### config.mk
export PLATFORM = sky130hd
export DESIGN_NAME = mem_arb
export DESIGN_NICKNAME = d
export VERILOG_FILES = /design/src/rtl/sisc_pkg.sv /design/src/rtl/arb_prio.sv /design/src/rtl/mem_arb.sv
export SDC_FILE = /design/constraint.sdc
export NUM_CORES = 1
export LEC_CHECK = 0
export ABC_CLOCK_PERIOD_IN_PS = 2100
export CORE_ASPECT_RATIO = 1.75
export CORE_UTILIZATION = 39
export DETAILED_ROUTE_END_ITERATION = 7
export MAX_ROUTING_LAYER = met4
export PLACE_DENSITY = 0.81
export REMOVE_ABC_BUFFERS = 1
export SLEW_MARGIN = 20
export SYNTH_ARGS = -nofsm -noshare
export SYNTH_HDL_FRONTEND = slang
export SYNTH_SLANG_ARGS = --single-unit
### constraint.sdc
create_clock -name clk -period 2.1 [get_ports clk]
set_input_delay 0.63 -clock clk [delete_from_list [all_inputs] [get_ports clk]]
set_output_delay 0.63 -clock clk [all_outputs]
set_load 0.01 [all_outputs]
### src/rtl/sisc_pkg.sv
// Shared SISC definitions: default bus widths, counter width, memory-arbiter state
// and owner encodings.
package sisc_pkg;

    localparam int unsigned ADDR_W = 16;
    localparam int unsigned DATA_W = 32;
    // Wide enough for MEM_LAT-1 and MAX_DATA_RUN (both at most 15).
    localparam int unsigned CNT_W  = 4;

    typedef enum logic [1:0] {
        ARB_IDLE,
        ARB_ACCESS,
        ARB_RESP
    } arb_state_t;

    typedef enum logic {
        OWN_IF = 1'b0,
        OWN_DM = 1'b1
    } owner_t;

endpackage

### src/rtl/arb_prio.sv
// Grant selection for mem_arb (purely combinational).
//   if_req_i, dm_req_i : pending requests
//   run_cnt_i          : consecutive contended data grants so far
//   owner_o            : winning requester
//   grant_valid_o      : at least one request is pending
//   contended_o        : both requests are pending
module arb_prio #(
    parameter int unsigned MAX_DATA_RUN = 4
) (
    input  logic                        if_req_i,
    input  logic                        dm_req_i,
    input  logic [sisc_pkg::CNT_W-1:0]  run_cnt_i,
    output sisc_pkg::owner_t            owner_o,
    output logic                        grant_valid_o,
    output logic                        contended_o
);
    import sisc_pkg::*;

    always_comb begin
        owner_o       = OWN_IF;
        grant_valid_o = if_req_i | dm_req_i;
        contended_o   = if_req_i & dm_req_i;
        if (contended_o) begin
            // Data wins until it has used up its run, then fetch gets one slot.
            owner_o = (run_cnt_i == CNT_W'(MAX_DATA_RUN)) ? OWN_IF : OWN_DM;
        end else if (dm_req_i) begin
            owner_o = OWN_DM;
        end
    end

endmodule

### src/rtl/mem_arb.sv
// Single-port memory arbiter sharing one memory between instruction fetch and
// data access. Each access holds mem_en for MEM_LAT cycles, then pulses the
// owner's rdy for one cycle, then spends one mandatory idle cycle.
//   clk, rst_f                              : clock, async active-low reset
//   if_req/if_addr -> if_rdy/if_rdata       : fetch port
//   dm_req/dm_we/dm_addr/dm_wdata
//                  -> dm_rdy/dm_rdata       : data port
//   mem_en/mem_we/mem_addr/mem_wdata,
//   mem_rdata                               : memory side
//   busy                                    : arbiter not idle
module mem_arb #(
    parameter int unsigned ADDR_W       = sisc_pkg::ADDR_W,
    parameter int unsigned DATA_W       = sisc_pkg::DATA_W,
    parameter int unsigned MEM_LAT      = 2,
    parameter int unsigned MAX_DATA_RUN = 4
) (
    input  logic              clk,
    input  logic              rst_f,
    input  logic              if_req,
    input  logic [ADDR_W-1:0] if_addr,
    output logic              if_rdy,
    output logic [DATA_W-1:0] if_rdata,
    input  logic              dm_req,
    input  logic              dm_we,
    input  logic [ADDR_W-1:0] dm_addr,
    input  logic [DATA_W-1:0] dm_wdata,
    output logic              dm_rdy,
    output logic [DATA_W-1:0] dm_rdata,
    output logic              mem_en,
    output logic              mem_we,
    output logic [ADDR_W-1:0] mem_addr,
    output logic [DATA_W-1:0] mem_wdata,
    input  logic [DATA_W-1:0] mem_rdata,
    output logic              busy
);
    import sisc_pkg::*;

    arb_state_t        state_q, state_d;
    logic [CNT_W-1:0]  cnt_q, cnt_d;
    logic [CNT_W-1:0]  run_cnt_q, run_cnt_d;
    owner_t            owner_q, owner_d;
    logic [ADDR_W-1:0] addr_q, addr_d;
    logic              we_q, we_d;
    logic [DATA_W-1:0] wdata_q, wdata_d;
    logic [DATA_W-1:0] if_rdata_q, if_rdata_d;
    logic [DATA_W-1:0] dm_rdata_q, dm_rdata_d;

    owner_t            grant_owner;
    logic              grant_valid;
    logic              contended;

    arb_prio #(
        .MAX_DATA_RUN (MAX_DATA_RUN)
    ) u_arb_prio (
        .if_req_i      (if_req),
        .dm_req_i      (dm_req),
        .run_cnt_i     (run_cnt_q),
        .owner_o       (grant_owner),
        .grant_valid_o (grant_valid),
        .contended_o   (contended)
    );

    always_comb begin
        state_d    = state_q;
        cnt_d      = cnt_q;
        run_cnt_d  = run_cnt_q;
        owner_d    = owner_q;
        addr_d     = addr_q;
        we_d       = we_q;
        wdata_d    = wdata_q;
        if_rdata_d = if_rdata_q;
        dm_rdata_d = dm_rdata_q;

        unique case (state_q)
            ARB_IDLE: begin
                if (grant_valid) begin
                    owner_d = grant_owner;
                    cnt_d   = CNT_W'(MEM_LAT - 1);
                    state_d = ARB_ACCESS;
                    if (grant_owner == OWN_DM) begin
                        addr_d    = dm_addr;
                        we_d      = dm_we;
                        wdata_d   = dm_wdata;
                        run_cnt_d = contended ? run_cnt_q + 1'b1 : '0;
                    end else begin
                        addr_d    = if_addr;
                        we_d      = 1'b0;
                        run_cnt_d = '0;
                    end
                end
            end
            ARB_ACCESS: begin
                if (cnt_q == '0) begin
                    // we_q is never set for fetch, so this covers every read.
                    if (!we_q) begin
                        if (owner_q == OWN_IF) begin
                            if_rdata_d = mem_rdata;
                        end else begin
                            dm_rdata_d = mem_rdata;
                        end
                    end
                    state_d = ARB_RESP;
                end else begin
                    cnt_d = cnt_q - 1'b1;
                end
            end
            ARB_RESP: begin
                state_d = ARB_IDLE;
            end
            default: begin
                state_d = ARB_IDLE;
            end
        endcase
    end

    always_ff @(posedge clk or negedge rst_f) begin
        if (!rst_f) begin
            state_q    <= ARB_IDLE;
            cnt_q      <= '0;
            run_cnt_q  <= '0;
            owner_q    <= OWN_IF;
            addr_q     <= '0;
            we_q       <= 1'b0;
            wdata_q    <= '0;
            if_rdata_q <= '0;
            dm_rdata_q <= '0;
        end else begin
            state_q    <= state_d;
            cnt_q      <= cnt_d;
            run_cnt_q  <= run_cnt_d;
            owner_q    <= owner_d;
            addr_q     <= addr_d;
            we_q       <= we_d;
            wdata_q    <= wdata_d;
            if_rdata_q <= if_rdata_d;
            dm_rdata_q <= dm_rdata_d;
        end
    end

    // Outputs decode only state and latched registers, never requester inputs.
    always_comb begin
        mem_en    = (state_q == ARB_ACCESS);
        mem_we    = mem_en & (owner_q == OWN_DM) & we_q;
        mem_addr  = addr_q;
        mem_wdata = wdata_q;
        if_rdy    = (state_q == ARB_RESP) & (owner_q == OWN_IF);
        dm_rdy    = (state_q == ARB_RESP) & (owner_q == OWN_DM);
        busy      = (state_q != ARB_IDLE);
        if_rdata  = if_rdata_q;
        dm_rdata  = dm_rdata_q;
    end

endmodule

==> impl_metrics.json, run 1 <==
{
  "status": "finished with violations",
  "failed_checks": "negative setup slack",
  "crit_path_start_kind": "register",
  "synthToLayoutAreaGrowth_pct": 63.0,
  "clk_pin_slew_ns": 0.06,
  "cts_made_buffers": 17,
  "max_freq_mhz": 470,
  "synth_most_common_cell": "dfrtp_1",
  "hold_viol": 0,
  "crit_buf_inv": 2,
  "wire_per_inst_um": 18.0,
  "cp_slowest_cell": "or4_4",
  "cp_max_fo": 8,
  "synth_common_cells": "124 x dfrtp_1, 66 x mux2_2, 30 x mux2_4",
  "end_kind": "register",
  "avgSynthCellArea_um2": 14.0,
  "place_ws_ns": -0.158,
  "final.fill_count": 988,
  "syn_inst": 369,
  "gp_congestion": 0.794,
  "io_pins": 218,
  "synth_largest_area_cell": "dfrtp_1",
  "max_slew_margin_pct": 67.6,
  "routed-via-count": 4081,
  "timing.final.ws_setup_ns": -0.0279,
  "clock_skew_ns": 0.0137,
  "grt_pass1_vias": 4493,
  "die_y_um": 154,
  "die_area_mm2": 0.0137,
  "num_antenna_cells": 0,
  "leakagePower_nw": 3.67,
  "first_pass_iters": 4,
  "synth_top_area_share_pct": 60.0,
  "vdd_drop_max_uv": 877,
  "htreeDepth": 4,
  "seq_area_frac_synth_pct": 60.0,
  "critPathTopFamily": "simple AND/OR/NAND/NOR gates",
  "yosysUniqueCellTypes": 36,
  "final.min_clock_period_ns": 2.13,
  "grt_antenna_before_repair": 0,
  "cpPeakStageDelay_ns": 0.51,
  "vias_per_cell": 5.12,
  "initial_core_util_pct": 40.0,
  "layout.nets": 718,
  "grt_max_degree": 77,
  "row_count": 55,
  "synth_edf_count": 0,
  "grt_usage_pct": 21.8,
  "finalNonFillerCells": 797,
  "design_area_mm2": 0.00843,
  "routed_wl_um": 14300,
  "dieWidth_um": 89.1,
  "cts_tree": "yes",
  "hold_buffers": 0,
  "grt-ovfl-total": 0,
  "crit_chain": "inv_2, ha_4, or3b_4, or4_4, clkbuf_16, mux2_4",
  "critical_path_class": "reg2reg",
  "cts_root_buf": "clkbuf_16",
  "slew_violations": 0,
  "synth_area_mm2": 0.00517,
  "synth_ff_type": "dfrtp_1",
  "multiInputGateArea_mm2": 0.00194,
  "drc": 0,
  "synthTopCellsByArea": "dfrtp_1 60%, mux2_2 14%, mux2_4 8.7%",
  "rsz0062_at_grt": "true",
  "ant_nets": 0,
  "setup_violations": 25,
  "fin_crit_sh_pct": 101,
  "placed_area_mm2": 0.00768,
  "max-clock-path-buffers": 2,
  "cp.arrival_ns": 2.41,
  "async_flop_share_pct": 100,
  "maxCapViolCount": 0,
  "tightest_slew_ns": 0.485,
  "dp_hpwl_um": 10100,
  "finalPower_mw": 13.6,
  "worstSkewPairLatency_ns": 0.41,
  "synth_warnings": 0,
  "drive_gt1_share_pct": 28.0,
  "core-area_mm2": 0.0129,
  "drt_iter0_drc": 141,
  "pwr_density_cell_mw_per_mm2": 1610,
  "grt_pass1_wl_um": 22100,
  "io_buffers": 217,
  "regArea_mm2": 0.00310,
  "finalSetupTns_ns": -0.405,
  "cts_sinks": 124,
  "placedCellCount": 757,
  "hold_class": "in2async",
  "synth_seq_cells": 124,
  "critPathRequiredTime_ns": 2.39
}
-- final cells by class --
| cell class | instances | share of cell area, % |
|---|---|---|
| Sequential cell | 124 | 36.8 |
| Timing Repair Buffer | 249 | 29.6 |
| Multi-Input combinational cell | 210 | 23.0 |
| Clock buffer | 17 | 5.04 |
| Tap cell | 171 | 2.54 |
| Clock inverter | 15 | 2.52 |
| Inverter | 11 | 0.490 |
-- cells by family (layout without fill, tap and decap cells) --
family	Yosys count	in the layout	synth area share [%]
multiplexers	100	100	23.9
AND/OR/NAND/NOR	44	44	5.08
buffers and inverters	35	292	3.22
AO/OA/AOI/OAI	62	62	6.89
adder cells (fa/ha/maj)	4	4	0.967
flip-flops	124	124	60.0
-- sequential cells by signal, indices dropped and copies added, names as in the netlist --
register and count:
cnt_q 4, mem_addr 16, owner_q 1, state_q 2
if_rdata 32, run_cnt_q 4, we_q 1, dm_rdata 32
mem_wdata 32
-- metal layers --
metal | part of all wire (%) | vias to the layer above | track usage, %
met2 | 55 | 206 | 38.9
met4 | 3.7 | 0 | 10.4
li1 | - | 1819 | -
met3 | 6.4 | 48 | 5.66
met5 | 0 | - | -
met1 | 35 | 2008 | 21.4
-- cell usage in the layout (no fill, tap or decap), types with 2 or more instances in the layout --
cell	instances
a21oi_1	19
a31oi_1	16
buf_12	5
buf_4	25
bufinv_16	4
clkbuf_16	18
clkbuf_2	3
clkdlybuf4s50_1	211
clkinv_4	5
clkinvlp_4	2
dfrtp_1	124
ha_1	3
inv_1	9
inv_2	2
inv_6	2
mux2_2	66
mux2_4	30
mux2i_1	3
nand2_1	3
nand3_1	19
nand4b_1	3
nor2_1	4
nor3_1	2
o21ai_0	18
o22ai_1	2
o2bb2ai_1	3
-- stage by stage --
stage | utilization [%] | hold WS [ns]
2_1_floorplan | - | 0.334
3_3_place_gp | 59.4 | 0.485
3_5_place_dp | 59.4 | 0.493
4_1_cts | 64.8 | 0.222
5_1_grt | 65.2 | 0.240
6_report | 65.2 | 0.228
-- worst paths after layout --
path	from	to	slack, ns	cells after the start
setup / recovery	cnt_q[1]$_DFFE_PN0P_	dm_rdata[27]$_DFFE_PN0P_	-0.03	6
hold / removal	rst_f	mem_addr[6]$_DFFE_PN0P_	0.23	2
setup reg to reg	cnt_q[1]$_DFFE_PN0P_	dm_rdata[27]$_DFFE_PN0P_	-0.03	6
hold reg to reg	if_rdata[21]$_DFFE_PN0P_	if_rdata[21]$_DFFE_PN0P_	0.50	1
max in group asynchronous	rst_f	mem_wdata[19]$_DFFE_PN0P_	1.51	2
min in group clk	if_rdata[21]$_DFFE_PN0P_	if_rdata[21]$_DFFE_PN0P_	0.50	1
-- worst register-to-register path: stages (launching register included) --
cell	delay, ns
dfrtp_1	0.39
inv_2	0.09
ha_4	0.13
or3b_4	0.37
or4_4	0.51
clkbuf_16	0.22
mux2_4	0.30
-- timing repair --
item | 4_1_cts | 5_1_grt
cloned | 1 | 1
endpoints found under the setup margin | 37 | 69
pin swaps | 0 | 0
setup buffers | 4 | 2
gates resized for setup | 10 | 12
-- where the power goes --
group / switching (mW) / internal [mW]
Clock: 1.13 / 2.01
Sequential: 0.724 / 3.61
Combinational: 2.33 / 3.76
Total: 4.18 / 9.38
No activity file was read; power rests on OpenSTA's default activity.
==> inputs of run 2 (changes only) <==
CORE_UTILIZATION = 38   (was 39)
PLACE_DENSITY = 0.8   (was 0.81)
SYNTH_HIERARCHICAL = 1   (was default)
==> run 2 against run 1 <==
Against the previous run:
- maximum frequency up 2.9%
- sequential power fell by 1%
- critical path depth shrank 1
- die area rose by 1.6%
- critical endpoint is now if_rdata[6]$_DFFE_PN0P_
- clock skew decreased by 0.0045 ns
- the flow now finishes without violations
- largest cell class unchanged
- non-clock buffer count fell by 3
==> impl_metrics.json, run 2 <==
{
  "setup_violations": 0,
  "slew_violations": 0,
  "layout_common_cells": "211 x clkdlybuf4s50_1, 123 x dfrtp_1, 64 x mux2_2",
  "synth_warnings": 6,
  "first_pass_iters": 4,
  "htreeDepth": 4,
  "cp.arrival_ns": 2.35,
  "cp_max_fo": 16,
  "synth_most_common_cell": "dfrtp_1",
  "fin_crit_sh_pct": 98.5,
  "max_slew_margin_pct": 64.8,
  "gp_congestion": 0.801,
  "utilization_pct": 63.7,
  "synth_top_area_share_pct": 60.6,
  "max_freq_mhz": 483,
  "dieWidth_um": 89.8,
  "wire_per_inst_um": 16.4,
  "tightest_slew_ns": 0.523,
  "dp_hpwl_um": 9070,
  "io_pins": 218,
  "io_buffers": 217,
  "layout_commonest_cell": "clkdlybuf4s50_1",
  "critPathRequiredTime_ns": 2.38,
  "grt_usage_pct": 18.9,
  "crit_buf_inv": 2,
  "leakagePower_nw": 3.67,
  "drive_gt1_share_pct": 29.1,
  "synth_largest_area_cell": "dfrtp_1",
  "p_int_mw": 9.03,
  "avgSynthCellArea_um2": 15.1,
  "swShare_pct": 29.7,
  "critical_path_class": "reg2reg",
  "layout.nets": 689,
  "grt_max_degree": 72,
  "status": "finished clean",
  "async_flop_share_pct": 100,
  "routed_wl_um": 12600,
  "final.min_clock_period_ns": 2.07,
  "pwr_density_cell_mw_per_mm2": 1550,
  "switchingPower_mw": 3.82,
  "crit_path_start_kind": "register",
  "finalPower_mw": 12.9,
  "synth_area_mm2": 0.00512,
  "drc": 0,
  "p_clk_share_pct": 22.0,
  "synth_common_cells": "124 x dfrtp_1, 64 x mux2_2, 30 x mux2_4",
  "seq_area_frac_synth_pct": 60.6,
  "maxCapViolCount": 0,
  "row_count": 55,
  "grt-ovfl-total": 0,
  "crit_chain": "or3b_4, buf_4, or4_4, buf_12, mux2_1",
  "pwr-share-seq_pct": 33.2,
  "synth_ff_type": "dfrtp_1",
  "core-area_mm2": 0.0130,
  "critPathTopFamily": "simple AND/OR/NAND/NOR gates",
  "worstSkewPairLatency_ns": 0.40,
  "synthToLayoutAreaGrowth_pct": 61.7,
  "rsz0062_at_grt": "true",
  "cp_slowest_cell": "or4_4",
  "clock_skew_ns": 0.00924,
  "grt_pass1_wl_um": 20100,
  "cts_made_buffers": 17,
  "hold_viol": 0,
  "pwr-share-comb_pct": 44.8,
  "clk_pin_slew_ns": 0.06,
  "die_area_mm2": 0.0140,
  "initial_core_util_pct": 39.4,
  "synthTopCellsByArea": "dfrtp_1 61%, mux2_2 14%, mux2_4 8.8%",
  "cts_tree": "yes",
  "hold_class": "in2async",
  "cts_root_buf": "clkbuf_16",
  "final.fill_count": 982,
  "cts_sinks": 124,
  "fin_hold_ws_ns": 0.0639,
  "end_kind": "register",
  "synth_edf_count": 0,
  "vias_per_cell": 4.76,
  "vdd_drop_max_uv": 705,
  "synth_seq_cells": 124,
  "die_y_um": 156,
  "syn_inst": 339,
  "yosysUniqueCellTypes": 40,
  "max-clock-path-buffers": 2,
  "grt_antenna_before_repair": 0,
  "routed-via-count": 3657,
  "num_antenna_cells": 0,
  "drt_iter0_drc": 43,
  "cpPeakStageDelay_ns": 0.46,
  "ant_nets": 0,
  "grt_pass1_vias": 4057
}
run 2: cell types whose count changed in the layout (fill, tap and decap cells not counted), moves of 3 or more:
cell       previous run  this run
o2bb2ai_1             3         0
nand2_1               3        22
a21oi_1              19         1
mux2i_1               3        18
nand3_1              19         4
buf_4                25        19
buf_6                 1         4
a31oi_1              16         0
inv_1                 9         0
run 2: path summary, 6_finish.rpt:
check,start,end,slack [ns],cells after the start
setup / recovery,state_q[0]$_DFFE_PN0P_,if_rdata[6]$_DFFE_PN0P_,0.03,5
hold / removal,rst_f,dm_rdata[14]$_DFFE_PN0P_,0.06,1
setup reg to reg,state_q[0]$_DFFE_PN0P_,if_rdata[6]$_DFFE_PN0P_,0.03,5
hold reg to reg,mem_addr[12]$_DFFE_PN0P_,mem_addr[12]$_DFFE_PN0P_,0.48,2
max in group asynchronous,rst_f,mem_wdata[5]$_DFFE_PN0P_,1.44,2
min in group clk,mem_addr[12]$_DFFE_PN0P_,mem_addr[12]$_DFFE_PN0P_,0.48,2
run 2: repair_timing:
item,in CTS,in global routing
buffers inserted,6,4
gates resized for setup,24,6
gates cloned,2,1
hold endpoints to repair,0,0
hold buffers,0,0
pin swaps,0,2
endpoints found under the setup margin,61,37
run 2: logic make-up (layout without fill, tap and decap cells):
logic type / count (synthesis) / count (layout) / share of synthesized area, %
and+or+nand+nor: 49 / 49 / 5.52
adders and majority gates: 3 / 3 / 0.733
DFF: 124 / 124 / 60.6
buffers and inverters: 21 / 279 / 3.20
AOI/OAI and AO/OA: 28 / 28 / 3.17
muxes: 114 / 114 / 26.8
run 2: final cells by class:
type	count	area [µm²]	share of cell area [%]
clock buffers	19	443	5.35
clock inverters	12	140	1.69
inverters	2	7.51	0.0906
multi-input cells	194	1890	22.8
flip-flops and latches	124	3100	37.5
well taps	171	214	2.58
repair buffers	246	2490	30.1
run 2: power by group through the flow:
stage                     clock network [mW]  registers [mW]  logic [mW]
final                                   2.83            4.27        5.76
after global routing                    3.02            4.41        6.11
after CTS                               2.92            4.26        5.79
after detailed placement                   0            4.29        5.63
after global placement                     0            4.24        5.46
after floorplan                            0            4.73        1.92
run 2: metrics by stage:
step,TNS (ns),cell area (µm²),cells,worst slack (ns)
2_1_floorplan,-73.04,4970,320,-1.50
3_3_place_gp,-11.84,7570,727,-0.279
3_5_place_dp,-14.88,7570,727,-0.323
4_1_cts,-1.28,8300,766,-0.0749
5_1_grt,-0.00601,8290,768,-0.00601
6_report,0,8290,768,0.0314
run 2: routing by layer:
layer | vias up | part of all wire, % | track usage, %
met2 | 161 | 56 | 35.1
met1 | 1783 | 37 | 19.5
li1 | 1697 | - | -
met3 | 16 | 4.7 | 2.97
met5 | - | 0 | -
met4 | 0 | 1.7 | 8.67
